**src/rtl/dmem_arbiter_if.sv**
```systemverilog
// Bus bundle between the core data port, the external master and the data
// memory, as seen by dmem_arbiter. The arbiter uses the slave view.
interface dmem_arbiter_if;
  // Core side
  logic        cpu_req;
  logic        cpu_we;
  logic [31:0] cpu_addr;
  logic [31:0] cpu_wdata;
  logic [31:0] cpu_rdata;
  logic        cpu_gnt;
  logic        cpu_stall;

  // External master side
  logic        ext_req;
  logic        ext_we;
  logic        ext_lock;
  logic [31:0] ext_addr;
  logic [31:0] ext_wdata;
  logic [31:0] ext_rdata;
  logic        ext_gnt;

  // Memory side
  logic        mem_we;
  logic [31:0] mem_addr;
  logic [31:0] mem_wdata;
  logic [31:0] mem_rdata;

  modport slave (
    input  cpu_req, cpu_we, cpu_addr, cpu_wdata,
    input  ext_req, ext_we, ext_lock, ext_addr, ext_wdata,
    input  mem_rdata,
    output cpu_rdata, cpu_gnt, cpu_stall,
    output ext_rdata, ext_gnt,
    output mem_we, mem_addr, mem_wdata
  );

  modport master (
    output cpu_req, cpu_we, cpu_addr, cpu_wdata,
    output ext_req, ext_we, ext_lock, ext_addr, ext_wdata,
    output mem_rdata,
    input  cpu_rdata, cpu_gnt, cpu_stall,
    input  ext_rdata, ext_gnt,
    input  mem_we, mem_addr, mem_wdata
  );
endinterface

```
**src/rtl/dmem_arbiter.sv**
```systemverilog
// Two-port arbiter for the single-port data memory: core vs. external master,
// round-robin with a bounded external lock. Grant and muxing are combinational.
module dmem_arbiter #(
  parameter int MAX_LOCK = 8
) (
  input  logic         clk,
  input  logic         reset,
  dmem_arbiter_if.slave bus
);

  typedef enum logic {
    ST_IDLE   = 1'b0,
    ST_LOCKED = 1'b1
  } state_e;

  localparam logic [7:0] LOCK_LIMIT = 8'(MAX_LOCK);

  state_e      st_q, st_d;
  logic        last_q, last_d;       // 0 = core owned last, 1 = ext owned last
  logic [7:0]  lock_cnt_q, lock_cnt_d;

  logic        cpu_gnt;
  logic        ext_gnt;

  // ---------------------------------------------------------------------------
  // Grant decision
  // ---------------------------------------------------------------------------
  // NOTE: every always_comb output gets a default first, so no path leaves a
  // signal unassigned and no latch is inferred.
  always_comb begin
    cpu_gnt = 1'b0;
    ext_gnt = 1'b0;
    // Outputs are forced quiet while reset is held, not only after the edge.
    if (!reset) begin
      if (st_q == ST_LOCKED && bus.ext_req) begin
        if (bus.cpu_req && lock_cnt_q == LOCK_LIMIT) begin
          cpu_gnt = 1'b1;
        end else begin
          ext_gnt = 1'b1;
        end
      end else if (bus.cpu_req && bus.ext_req) begin
        if (last_q) begin
          cpu_gnt = 1'b1;
        end else begin
          ext_gnt = 1'b1;
        end
      end else begin
        cpu_gnt = bus.cpu_req;
        ext_gnt = bus.ext_req;
      end
    end
  end

  // ---------------------------------------------------------------------------
  // Next-state: lock FSM, round-robin pointer, lock counter
  // ---------------------------------------------------------------------------
  always_comb begin
    st_d       = st_q;
    last_d     = last_q;
    lock_cnt_d = lock_cnt_q;

    unique case (st_q)
      ST_IDLE: begin
        if (ext_gnt && bus.ext_lock) begin
          st_d = ST_LOCKED;
        end
      end
      ST_LOCKED: begin
        if (!bus.ext_req || cpu_gnt || (ext_gnt && !bus.ext_lock)) begin
          st_d = ST_IDLE;
        end
      end
      default: st_d = ST_IDLE;
    endcase

    if (cpu_gnt) begin
      last_d = 1'b0;
    end else if (ext_gnt) begin
      last_d = 1'b1;
    end

    // The counter measures how long the core has waited behind a lock.
    if (st_d != st_q || !bus.cpu_req) begin
      lock_cnt_d = 8'd0;
    end else if (st_q == ST_LOCKED && ext_gnt && lock_cnt_q != 8'hFF) begin
      lock_cnt_d = lock_cnt_q + 8'd1;
    end
  end

  // NOTE: state flops use non-blocking assignments so every register samples
  // the pre-edge values of its peers.
  always_ff @(posedge clk or posedge reset) begin
    if (reset) begin
      st_q       <= ST_IDLE;
      last_q     <= 1'b1;
      lock_cnt_q <= 8'd0;
    end else begin
      st_q       <= st_d;
      last_q     <= last_d;
      lock_cnt_q <= lock_cnt_d;
    end
  end

  // ---------------------------------------------------------------------------
  // Memory mux and requester outputs
  // ---------------------------------------------------------------------------
  always_comb begin
    bus.mem_we    = 1'b0;
    bus.mem_addr  = 32'd0;
    bus.mem_wdata = 32'd0;
    if (cpu_gnt) begin
      bus.mem_we    = bus.cpu_we;
      bus.mem_addr  = bus.cpu_addr;
      bus.mem_wdata = bus.cpu_wdata;
    end else if (ext_gnt) begin
      bus.mem_we    = bus.ext_we;
      bus.mem_addr  = bus.ext_addr;
      bus.mem_wdata = bus.ext_wdata;
    end
  end

  assign bus.cpu_gnt   = cpu_gnt;
  assign bus.ext_gnt   = ext_gnt;
  assign bus.cpu_stall = bus.cpu_req & ~cpu_gnt & ~reset;
  assign bus.cpu_rdata = bus.mem_rdata;
  assign bus.ext_rdata = bus.mem_rdata;

  // ---------------------------------------------------------------------------
  // Invariants
  // ---------------------------------------------------------------------------
  a_one_grant : assert property (@(posedge clk) disable iff (reset)
    !(cpu_gnt && ext_gnt));

  a_lock_bounded : assert property (@(posedge clk) disable iff (reset)
    lock_cnt_q <= LOCK_LIMIT);

  a_grant_needs_req : assert property (@(posedge clk) disable iff (reset)
    (!cpu_gnt || bus.cpu_req) && (!ext_gnt || bus.ext_req));

endmodule

```
**src/flat_wrapper.sv**
```systemverilog
// flat-port wrapper written by rule: the top's interface ports become plain ports
module dmem_arbiter_flat 
#(
  parameter int MAX_LOCK = 8
)
  (clk, reset, bus_cpu_req, bus_cpu_we, bus_cpu_addr, bus_cpu_wdata, bus_ext_req, bus_ext_we, bus_ext_lock, bus_ext_addr, bus_ext_wdata, bus_mem_rdata, bus_cpu_rdata, bus_cpu_gnt, bus_cpu_stall, bus_ext_rdata, bus_ext_gnt, bus_mem_we, bus_mem_addr, bus_mem_wdata);
  dmem_arbiter_if bus_i ();
  input  logic clk;
  input  logic reset;
  input wire logic [$bits(bus_i.cpu_req)-1:0] bus_cpu_req;
  input wire logic [$bits(bus_i.cpu_we)-1:0] bus_cpu_we;
  input wire logic [$bits(bus_i.cpu_addr)-1:0] bus_cpu_addr;
  input wire logic [$bits(bus_i.cpu_wdata)-1:0] bus_cpu_wdata;
  input wire logic [$bits(bus_i.ext_req)-1:0] bus_ext_req;
  input wire logic [$bits(bus_i.ext_we)-1:0] bus_ext_we;
  input wire logic [$bits(bus_i.ext_lock)-1:0] bus_ext_lock;
  input wire logic [$bits(bus_i.ext_addr)-1:0] bus_ext_addr;
  input wire logic [$bits(bus_i.ext_wdata)-1:0] bus_ext_wdata;
  input wire logic [$bits(bus_i.mem_rdata)-1:0] bus_mem_rdata;
  output wire logic [$bits(bus_i.cpu_rdata)-1:0] bus_cpu_rdata;
  output wire logic [$bits(bus_i.cpu_gnt)-1:0] bus_cpu_gnt;
  output wire logic [$bits(bus_i.cpu_stall)-1:0] bus_cpu_stall;
  output wire logic [$bits(bus_i.ext_rdata)-1:0] bus_ext_rdata;
  output wire logic [$bits(bus_i.ext_gnt)-1:0] bus_ext_gnt;
  output wire logic [$bits(bus_i.mem_we)-1:0] bus_mem_we;
  output wire logic [$bits(bus_i.mem_addr)-1:0] bus_mem_addr;
  output wire logic [$bits(bus_i.mem_wdata)-1:0] bus_mem_wdata;
  assign bus_i.cpu_req = bus_cpu_req;
  assign bus_i.cpu_we = bus_cpu_we;
  assign bus_i.cpu_addr = bus_cpu_addr;
  assign bus_i.cpu_wdata = bus_cpu_wdata;
  assign bus_i.ext_req = bus_ext_req;
  assign bus_i.ext_we = bus_ext_we;
  assign bus_i.ext_lock = bus_ext_lock;
  assign bus_i.ext_addr = bus_ext_addr;
  assign bus_i.ext_wdata = bus_ext_wdata;
  assign bus_i.mem_rdata = bus_mem_rdata;
  assign bus_cpu_rdata = bus_i.cpu_rdata;
  assign bus_cpu_gnt = bus_i.cpu_gnt;
  assign bus_cpu_stall = bus_i.cpu_stall;
  assign bus_ext_rdata = bus_i.ext_rdata;
  assign bus_ext_gnt = bus_i.ext_gnt;
  assign bus_mem_we = bus_i.mem_we;
  assign bus_mem_addr = bus_i.mem_addr;
  assign bus_mem_wdata = bus_i.mem_wdata;
  dmem_arbiter #(.MAX_LOCK(MAX_LOCK)) u_core (.clk(clk), .reset(reset), .bus(bus_i));
endmodule
```
**config.mk**
```make
export PLATFORM = sky130hd
export DESIGN_NAME = dmem_arbiter_flat
export DESIGN_NICKNAME = d
export VERILOG_FILES = /design/src/rtl/dmem_arbiter_if.sv /design/src/rtl/dmem_arbiter.sv /design/src/flat_wrapper.sv
export SDC_FILE = /design/constraint.sdc
export NUM_CORES = 1
export LEC_CHECK = 0
export BUFFER_PORTS_ARGS = -buffer_cell sky130_fd_sc_hd__buf_4
export CORE_AREA = 2 2 116 118
export CTS_CLUSTER_DIAMETER = 60
export DETAILED_ROUTE_END_ITERATION = 6
export DIE_AREA = 0 0 118 120
export SYNTH_ARGS = -nofsm -noshare
export SYNTH_HDL_FRONTEND = slang
export SYNTH_SLANG_ARGS = --single-unit
```
**constraint.sdc**
```tcl
create_clock -name clk -period 3.12 [get_ports clk]
set_input_delay 0.624 -clock clk [delete_from_list [all_inputs] [get_ports clk]]
set_output_delay 0.624 -clock clk [all_outputs]
set_load 0.03 [all_outputs]
```
==> results, run 1 <==
- The flow ran to the end, and the final reports show no timing, DRC or antenna violations.
- The ratio of cells with drive above 1 in the final layout is 60.97%.
- The final-report hold violation count is 0.
- During placement, the flow inserted port buffers numbering 202.
- For this block, the initial DRC count from the detailed router was 87.
- After floorplanning, the core was divided into 42 placement rows.
- For this design, the CTS-stage hold fixing added 0 buffers.
- The worst path uses 93.64% of the clock period.
- The via count of the first global-routing pass is 2,270.
- For this block, the routed nets add up to 9.627 mm of wire.
- The floorplan step set the die height to 120 um.
- The clock reaches the later pin of the worst-skew pair after 0.24 ns.
- The detail-routed net length per standard cell is 18.27 um.
- The top cell types in the final layout, fill and taps aside, are sky130_fd_sc_hd__buf_4, sky130_fd_sc_hd__a22o_1, sky130_fd_sc_hd__a21oi_1, sky130_fd_sc_hd__dfrtp_1, sky130_fd_sc_hd__inv_1.
- In this run the horizontal extent of the chip is 118 um.
- Synthesis produced a netlist whose cell count is 221.
- In this run the remaining antenna-violating nets after routing total 0.
- The path class of the lowest-slack min-delay path is input pin to async pin.
- In the routed design, unresolved DRC markers number 0.
- For this run, the top clock speed supported by timing is 0.3423 GHz.
- The root buffer cell is sky130_fd_sc_hd__clkbuf_16.
- Setup repair after global routing left no endpoint under its margin.
- The final-report max-slew violation count is 0.
- The filler-free cell count of the finished design is 527.
- The worst path buffer plus inverter count is 3.
- The global-route wire length before repair is 13.43 mm.
- The count of maximum capacitance violations is 0.
- Hold timing on the final database bottoms out at a slack of 0.4181 ns.
- The number of buffers inserted by post-CTS setup repair is 0.
- The overall routing resource usage is 12.10%.
- The synthesized design contains 10 register bits.
- The unique cell type count in the Yosys netlist is 31.
- Entering global routing, the biggest net connects 68 pins.
- Once the floorplan was initialized, standard cells occupied 13.87% of the core.
- The post-placement cell count is 522.
- The filler cell count in the final layout is 1,406.
- In this run the cell area of the synthesized design comes to 1800 um^2.
- The worst setup path is of the flip-flop to primary output kind.
- The cell leakage power is 1.547 nW.
- The transition time at the pin with the least slew margin is 0.7947 ns.
- For the worst setup path, the data required time is 2.50 ns.
- The count of nets after finishing is 521.
- When the netlist entered floorplanning its net count stood at 390.
- The critical path's slowest cell is sky130_fd_sc_hd__dfrtp_1.
- During I/O placement, the number of pins put on the boundary was 299.
- Dividing total power by cell area gives a power density of 311.3 nW/um^2.
- The number of clock sinks is 10.
- The routed design could run at a clock period as short as 2.922 ns.
- For this run, the number of Yosys warnings is 0.
- Clock-pin slew was measured on the worst setup and hold paths at 0.04 ns.
- Across all layers, the routed design uses 2,263 vias.
- The last weighted congestion value of the routability-driven placer is 0.8773.
- Walking the worst path, the cells encountered are inv_1, ha_1, and4bb_4, nand4_1, a21oi_4, buf_12, a22o_1, buf_4.
- The TritonCTS clock tree is yes.
- The kind of end point of the critical path is a primary output.
- The antenna diode instance count is 0.
- Summing all non-filler instances in the final layout gives an area of 3148 um^2.
- The category of the worst setup path launch point is a flip-flop.
- Of all nets on the critical path, the largest fanout is 34.
- The setup TNS is 0 ns.
- After detailed routing, the number of vias per cell comes to 4.294.
- The setup-violating endpoint count in the final report is 0.
- The fraction of the yosys area taken by sequential cells is 13.97%.
- The tightest slew margin relative to the limit is 47.02%.
- The post-synthesis area per instance is 8.147 um^2.
- The H-tree depth is 1.
- The final clock skew is 0.001192 ns.
- The number of clock buffers inserted by TritonCTS is 3.
- The die covers 14,160 um^2.
- The maximum VDD drop is 0.1186 mV.
- The placed wire-length estimate after detailed placement is 7.603 mm.
- Grouping stages by cell kind, the critical path spends the most delay in compound AO/OA/AOI/OAI gates.
- Compared with the post-synthesis result, the final layout area differs by 74.84%.
- In this run the cell area measured after placement is 3035 um^2.
- The area of the placeable core is 12,980 um^2.
- The largest single stage delay on the critical path is 0.42 ns.
- Counting along the longest clock path gives a buffer depth of 2.
- The worst path meets setup with 0.1984 ns of slack.
- After global routing the overflow that remains totals 0.
- The first TritonRoute pass finished after 4 iterations.
- The signal arrival time at the worst endpoint is 2.30 ns.
- The number of antenna violations at the first check in global routing is 0.
- Leaving out fill and tap cells, the most frequent cell in the layout is sky130_fd_sc_hd__buf_4.
- The pre-CTS setup slack is 0.3276 ns.
metrics by stage:
step	util [%]	total power, mW
final	24.25	0.9800
after global routing	24.25	1.027
after CTS	23.99	0.9830
after detailed placement	23.39	0.7417
after global placement	23.39	0.7385
after floorplan	-	0.5955
flip-flops by register name, indices dropped and copies added, names as in the netlist:
register	count
u_core.st_q	1
u_core.lock_cnt_q	8
u_core.last_q	1
power breakdown:
| group | switching, mW | internal [mW] | leakage [nW] | total [mW] |
|---|---|---|---|---|
| combinational | 0.325 | 0.276 | 1.37 | 0.601 |
| clock | 0.0613 | 0.171 | 0.0382 | 0.233 |
| sequential | 0.00885 | 0.138 | 0.135 | 0.147 |
worst paths after layout:
check                                            startpoint                                to  slack, ns  cells past startpoint
max in group asynchronous                             reset         u_core.last_q$_DFFE_PP1P_       2.38                      2
hold reg to reg                   u_core.last_q$_DFFE_PP1P_         u_core.last_q$_DFFE_PP1P_       0.52                      2
hold / removal                                        reset             u_core.st_q$_DFF_PP0_       0.42                      2
setup / recovery           u_core.lock_cnt_q[0]$_DFFE_PP0P_                 bus_mem_wdata[31]       0.20                      8
setup reg to reg           u_core.lock_cnt_q[0]$_DFFE_PP0P_  u_core.lock_cnt_q[3]$_DFFE_PP0P_       0.85                      6
min in group clk                  u_core.last_q$_DFFE_PP1P_         u_core.last_q$_DFFE_PP1P_       0.52                      2
Yosys cell counts, drive strengths merged:
master,number,area (um^2)
a2111o,1,11.26
a21oi,10,53.80
a22o,65,569.3
a31oi,1,6.260
and2,1,6.260
and3,1,6.260
and4,1,8.760
and4bb,1,16.27
buf,76,545.5
clkbuf,3,11.26
dfrtp,9,225.2
dfstp,1,26.28
ha,2,25.02
inv,7,26.28
nand2,3,11.26
nand3,2,10.01
nand4,3,18.77
nor2,6,22.52
nor2b,3,18.77
nor3b,2,15.01
nor4b,1,15.01
o21ai,6,30.03
o221ai,1,8.760
o31ai,5,37.54
o41ai,1,8.760
or3,3,18.77
or3b,2,17.52
or4,4,30.03
final cells by class:
class	instances	area, um^2	area share (%)
inverter	7	26.28	0.8347
timing repair buffer	205	1582	50.24
multi-input combinational	125	989.7	31.44
tap	176	220.2	6.995
clock buffer	4	78.83	2.504
sequential	10	251.5	7.989
logic make-up (layout without fill, tap and decap cells):
group,count (synthesis),after routing,synth area share (%)
compound gates,90,90,40.31
buf+inv,86,216,32.38
simple gates,33,33,11.95
fa+ha+maj,2,2,1.390
flops,10,10,13.97
routing by layer:
metal	track usage, %	vias up	wire (um)
met5	0	-	0
met4	2.560	0	78
met3	4.800	7	942
met2	21.40	134	4875
met1	13.74	1080	3730
li1	-	1042	-
repair_timing:
action,CTS,global route
setup endpoints to repair,0,1
endpoints found under the hold margin,0,0
gates resized for setup,0,1
Note: power is estimated with default switching activity, not from simulation.
==> run 2, diff against run 1 <==
CTS_BUF_LIST = sky130_fd_sc_hd__clkbuf_8   (was unset)
==> run 2 against run 1 <==
  * Sequential share of layout area up 0.087 points
  * Via count up 0.44%
  * Power down 9.7%
  * Sequential power about the same
  * Worst hold slack worse by 0.0035 ns
  * Setup slack better by 0.0029 ns
  * Highest routed layer unchanged
==> results, run 2 (synthesis gave the netlist of run 1 again) <==
- The routed via count is 2,273.
- The library cells used most frequently in the layout, excluding fill and tap cells, are sky130_fd_sc_hd__buf_4, sky130_fd_sc_hd__a22o_1, sky130_fd_sc_hd__a21oi_1, sky130_fd_sc_hd__dfrtp_1, sky130_fd_sc_hd__inv_1.
- For this run, the total global-route usage over all layers was measured as 12.08%.
- The area added between synthesis and finish is 72.97%.
- Hold timing on the final database bottoms out at a slack of 0.4147 ns.
- The die is 120 um tall.
- The largest registers in the layout are u_core.lock_cnt_q x8, u_core.last_q x1, u_core.st_q x1.
- The worst path buffer plus inverter count is 3.
- The critical path is of the flip-flop to primary output type.
- Setup violations remaining at the end of the flow were counted as 0.
- The final clock skew is 0.002407 ns.
- The count of maximum capacitance violations is 0.
- The total power draw is 885.1 uW.
- After layout, the minimum clock period comes to 2.919 ns.
- The clock passes through at most 2 buffers.
- The floorplan step set the die width to 118 um.
- The congestion estimate from routability-driven global placement came to 0.8773.
- The register with the most flip-flops in the layout has 8 of them.
- The final-report max-slew violation count is 0.
- Per report_power, the clock group accounts for 15.6% of the total.
- Among cell families on the critical path, the largest total delay comes from compound AO/OA/AOI/OAI gates.
- Leaving out fill and tap cells, the most frequent cell in the layout is sky130_fd_sc_hd__buf_4.
- The finished layout holds 527 standard cells, fillers aside.
- Clock tree synthesis found a total of 10 sinks.
- Traced cell by cell, the critical path runs through inv_1, ha_1, and4bb_4, nand4_1, a21oi_4, buf_12, a22o_1, buf_4.
- At the end of the flow the core is filled with cells to 23.99%.
- The detail-routed net length per standard cell is 18.25 um.
- The flow ran to the end, and the final reports show no timing, DRC or antenna violations.
- The category of the worst setup path launch point is a flip-flop.
- The kind of end point of the critical path is a primary output.
- VDD sags by at most 0.07353 mV.
- The number of clock buffers inserted by TritonCTS is 3.
- For this design the ratio of total power to cell area is 284.2 nW/um^2.
- The post-placement cell count is 522.
- Measured against its own limit, the worst slew margin works out to 48.60%.
- Setup slack on the worst reg-to-reg path comes out at 0.86 ns.
- The final-report hold violation count is 0.
- Post-CTS timing repair inserted 0 buffers for setup.
- The setup TNS is 0 ns.
- The via count of the first global-routing pass was 2,263.
- The H-tree depth is 1.
- For the pin with the worst max-slew slack, the measured transition is 0.7709 ns.
- The number of antenna violations at the first check in global routing is 0.
- The root buffer cell chosen for the clock tree is sky130_fd_sc_hd__clkbuf_8.
- The critical path launch point is u_core.lock_cnt_q[0]$_DFFE_PP0P_.
- Buffers inserted to repair hold after CTS numbered 0.
- The quantity of I/O buffers inserted on ports is 202.
- Data arrives at the worst endpoint at 2.29 ns.
- The timing-limited maximum frequency is 0.3426 GHz.
- TritonCTS built the clock tree.
- Cells with a size suffix above 1 make up 60.97% of the layout.
- The starting density of the core is 13.87%.
- Net switching is 43.51% of the power.
- Entering global routing, the biggest net connects 68 pins.
- Setup repair after global routing left no endpoint under its margin.
- The global-route wire length before repair is 13.42 mm.
- The clock latency on the worst-skew pair is 0.24 ns.
- Of the total power, registers draw 16.6%.
- The internal portion of the total power is 500.0 uW.
- The path class of the lowest-slack min-delay path is input pin to async pin.
- The share of the clock period used by the worst path after layout is 93.55%.
- The area of the placeable core is 12,980 um^2.
- In the final design database the tool counted 521 nets.
- In this run the worst path has a maximum fanout of 34.
- In this run the critical register-to-register path is launched from u_core.lock_cnt_q[0]$_DFFE_PP0P_.
- The post-detailed-route DRC marker count is 0.
- The total net switching power is 385.1 uW.
- The maximum single-stage delay on the critical path is 0.42 ns.
- Combinational cells account for 67.9% of the total power.
- After detailed routing, the total wire length is 9.616 mm.
- The critical path's slowest cell is sky130_fd_sc_hd__dfrtp_1.
- The floorplan step defined a die boundary enclosing 14,160 um^2.
- During I/O placement, the number of pins put on the boundary was 299.
- After clock tree synthesis, the clock-pin slew on the worst setup and hold paths is 0.05 ns.
- The first-pass detailed-route iteration total is 4.
- Summed over all cells, the static leakage comes to 1.536 nW.
- The residual antenna-violating net count after detailed routing is 0.
- Summed over all layers, the global routing overflow is 0.
- The number of placement rows is 42.
- The number of DRC markers after the initial detailed-route iteration is 69.
- The register ranked first by flip-flop count is u_core.lock_cnt_q.
- The average vias per placed instance is 4.313.
- The antenna diode instance count is 0.
- The endpoint required time on the critical path is 2.50 ns.
- After legalization and detailed placement, the total HPWL measured 7.603 mm.
## run 2: cell count changes in the layout (fill, tap and decap cells not counted)
cell                        delta
sky130_fd_sc_hd__clkbuf_1      -1
sky130_fd_sc_hd__clkbuf_16     -3
sky130_fd_sc_hd__clkbuf_8      +3
sky130_fd_sc_hd__inv_1         +1
## run 2: worst paths after layout
check                                                    to  cells after the start
setup / recovery                          bus_mem_wdata[31]                      8
hold / removal             u_core.lock_cnt_q[6]$_DFFE_PP0P_                      2
setup reg to reg           u_core.lock_cnt_q[5]$_DFFE_PP0P_                      6
hold reg to reg                   u_core.last_q$_DFFE_PP1P_                      2
max in group asynchronous         u_core.last_q$_DFFE_PP1P_                      2
min in group clk                  u_core.last_q$_DFFE_PP1P_                      2
## run 2: area by class of cell
type | instances | area [um^2]
well taps | 176 | 220.2
clock inverters | 1 | 3.754
fillers | 1412 | 9866
flip-flops and latches | 10 | 251.5
multi-input cells | 125 | 989.7
repair buffers | 205 | 1582
inverters | 7 | 26.28
clock buffers | 3 | 41.29
## run 2: through the flow
stage                     area [um^2]  setup slack (ns)
after detailed placement         3035            0.3276
after global routing             3114           0.01628
after CTS                        3080           0.09565
after global placement           3035            0.3373
after floorplan                  1800            0.4602
final                            3114            0.2013
## run 2: power groups by stage
stage | registers, mW | clock network [mW] | logic [mW]
CTS | 0.146 | 0.141 | 0.598
detailed placement | 0.148 | 0 | 0.594
global route | 0.148 | 0.153 | 0.631
finish | 0.147 | 0.138 | 0.601
global placement | 0.147 | 0 | 0.591
floorplan | 0.146 | 0 | 0.450
## run 2: layer usage
metal,GRT usage (%),share of wire [%],routed length (um)
met5,0,0,0
met4,2.334,0.71,68
met3,4.943,11,1035
met2,21.37,50,4855
met1,13.71,38,3657
## run 2: what timing repair did
item                                   in CTS  in global routing
endpoints found under the hold margin       0                  0
setup endpoints to repair                   0                  1
gates resized for setup                     0                  1
==> run 3, diff against run 2 <==
CELL_PAD_IN_SITES_DETAIL_PLACEMENT = 0   (was unset)
CELL_PAD_IN_SITES_GLOBAL_PLACEMENT = 1   (was unset)
PLACE_DENSITY_LB_ADDON = 0.1   (was unset)
==> run 3 against run 2 <==
  * Maximum frequency down 1.8%
  * Die area unchanged
  * Non-clock buffer count unchanged
  * Utilization down 0.13 points
  * Register-to-register slack worse by 0.02 ns
  * Clock-buffer cell count unchanged
  * Flip-flop and latch count unchanged
  * Clock power about the same
==> results, run 3 (synthesis gave the netlist of run 1 again) <==
- The run finished with clean final reports.
- The quantity of I/O buffers inserted on ports is 202.
- In this run the power density over the cells is 283.0 nW/um^2.
- For this run, design rule violations remaining after detail routing come to 0.
- The floorplan step set the die height to 120 um.
- The internal power consumption is 497.3 uW.
- Sequential cells account for 16.8% of the total power.
- The routed layout has 2,224 vias.
- In the finished design, the share of the clock period the worst path needs comes to 95.27%.
- Clock-pin slew was measured on the worst setup and hold paths at 0.05 ns.
- The setup TNS is 0 ns.
- The floorplan step defined a die boundary enclosing 14,160 um^2.
- Along the worst path, the maximum fanout reaches 68.
- The register with the most flip-flops in the layout has 8 of them.
- The timing-limited maximum frequency is 0.3364 GHz.
- The largest registers in the layout are u_core.lock_cnt_q x8, u_core.last_q x1, u_core.st_q x1.
- Summing internal, switching and leakage power gives 876.4 uW.
- After global routing the overflow that remains totals 0.
- Summed over all layers, the routed wires come to 10.05 mm.
- Compared with the post-synthesis result, the final layout area differs by 71.99%.
- The via count of the first global-routing pass came to 2,162.
- The filler cell count in the final layout is 1,467.
- The final-report hold violation count is 0.
- The pin count of the biggest net entering global routing is 69.
- The finished cells cover 3097 um^2.
- At the end of the flow, the number of nets in the layout was 521.
- CTS built an H-tree with a depth of 1.
- Setup repair after global routing left no endpoint under its margin.
- The placed cell area is 3043 um^2.
- The endpoint required time on the critical path is 2.50 ns.
- The cell class contributing the biggest share of worst-path delay is buffers and inverters.
- The number of antenna violations at the first check in global routing is 0.
- The final-report max-slew violation count was 0.
- TritonCTS built the clock tree.
- The clock power share is 16.0%.
- For this run, the share of the core covered by cells in the final layout is 23.86%.
- The tree is rooted in a sky130_fd_sc_hd__clkbuf_8.
- In the final layout, the share of cells above drive strength 1 is 60.97%.
- The tightest hold margin is 0.4526 ns.
- The global-route wire length before repair is 14.22 mm.
- By startpoint and endpoint, the worst setup path is classified as flip-flop to primary output.
- The worst path buffer plus inverter count is 3.
- The switching share of power is 43.25%.
- Summed over all nets, the switching power comes to 379.1 uW.
- The signal on the critical path passes through inv_1, ha_1, and4bb_4, nand4_1, a21oi_4, buf_12, a22o_1, buf_4.
- For the pin with the worst max-slew slack, the measured transition is 0.4599 ns.
- The number of clock buffers inserted by TritonCTS is 3.
- The final clock skew is 0.004413 ns.
- The cell leakage power is 1.530 nW.
- The last weighted congestion value of the routability-driven placer is 0.7788.
- Post-CTS timing repair inserted 0 buffers for setup.
- Max-cap violations in this run came to 0.
- The die is 118 um wide.
- The worst setup path is launched from a flip-flop.
- The worst setup path is captured at a primary output.
- The area of the placeable core is 12,980 um^2.
- Leaving out fill and tap cells, the most frequent cell in the layout is sky130_fd_sc_hd__buf_4.
- The placed wire-length estimate after detailed placement is 8.184 mm.
- The signal arrival time at the worst endpoint is 2.35 ns.
- Once the floorplan was initialized, standard cells occupied 13.87% of the core.
- The path class of the lowest-slack min-delay path is input pin to async pin.
- The first detailed-routing pass ran for 4 iterations.
- The number of DRC markers after the initial detailed-route iteration is 151.
- Setup violations remaining at the end of the flow were counted as 0.
- In the final routed layout, each cell accounts on average for 19.06 um.
- The I/O pin total is 299.
- Measured against its own limit, the worst slew margin works out to 69.02%.
- The top cell types in the final layout, fill and taps aside, are sky130_fd_sc_hd__buf_4, sky130_fd_sc_hd__a22o_1, sky130_fd_sc_hd__a21oi_1, sky130_fd_sc_hd__dfrtp_1, sky130_fd_sc_hd__inv_1.
- The antenna diode instance count is 0.
- Combinational cells account for 67.3% of the total power.
- The maximum VDD drop is 0.2396 mV.
- The number of clock sinks is 10.
- The minimum period implied by the final worst setup slack is 2.972 ns.
- Global routing used 13.12% of the available tracks across all layers.
- The maximum clock path buffer count is 2.
- For this run, the slowest stage of the critical path takes 0.43 ns.
- On the critical path, the stage with the largest delay is an instance of sky130_fd_sc_hd__dfrtp_1.
- The number of placement rows is 42.
- Ranked by flip-flop count, first place goes to u_core.lock_cnt_q.
- The average vias per placed instance is 4.220.
- The residual antenna-violating net count after detailed routing is 0.
- The clock latency on the worst-skew pair is 0.24 ns.
run 3: repair_timing:
action,4_1_cts,5_1_grt
resized for setup,0,1
endpoints found under the setup margin,0,4
hold buffers,0,0
run 3: metrics by stage:
step                      worst slack, ns  std cells
after global placement             0.3417        523
final                              0.1476        527
after detailed placement           0.3382        523
after floorplan                    0.4602        221
after CTS                          0.1075        527
after global routing              0.01174        527
run 3: path summary, 6_finish.rpt:
kind	end	depth (start not counted)	startpoint	slack [ns]
min in group clk	u_core.last_q$_DFFE_PP1P_	2	u_core.last_q$_DFFE_PP1P_	0.53
min reg2reg	u_core.last_q$_DFFE_PP1P_	2	u_core.last_q$_DFFE_PP1P_	0.53
max	bus_mem_wdata[5]	8	u_core.lock_cnt_q[0]$_DFFE_PP0P_	0.15
max in group asynchronous	u_core.last_q$_DFFE_PP1P_	2	reset	2.33
max reg2reg	u_core.lock_cnt_q[5]$_DFFE_PP0P_	6	u_core.lock_cnt_q[0]$_DFFE_PP0P_	0.84
min	u_core.lock_cnt_q[1]$_DFFE_PP0P_	2	reset	0.45
run 3: area by class of cell:
cell class                      count  area [um^2]  share of cell area (%)
Clock inverter                      1        3.754                  0.1212
Sequential cell                    10        251.5                   8.121
Inverter                            7        26.28                  0.8485
Clock buffer                        3        41.29                   1.333
Tap cell                          176        220.2                   7.111
Multi-Input combinational cell    125        989.7                   31.96
Timing Repair Buffer              205         1564                   50.51
run 3: worst reg2reg max path, cell delays in order, from the launching register on:
cell and delay, ns:
sky130_fd_sc_hd__dfrtp_1 0.43, sky130_fd_sc_hd__inv_1 0.07, sky130_fd_sc_hd__ha_1 0.20, sky130_fd_sc_hd__and4bb_4 0.21, sky130_fd_sc_hd__a2111o_1 0.56, sky130_fd_sc_hd__or4_1 0.57, sky130_fd_sc_hd__a21oi_1 0.17
run 3: power groups by stage:
stage,Sequential [mW],Clock [mW],Combinational (mW)
after global routing,0.148,0.156,0.622
after global placement,0.150,0,0.598
after floorplan,0.146,0,0.450
after detailed placement,0.148,0,0.596
after CTS,0.147,0.144,0.599
final,0.147,0.140,0.589
run 3: routing by layer:
layer,share of wire [%],track usage [%],wire length (um),vias up
met2,48,21.51,4849,133
li1,-,-,-,1039
met3,8.5,4.705,856,4
met5,0,0,0,-
met1,43,17.11,4306,1048
met4,0.34,1.355,34,0
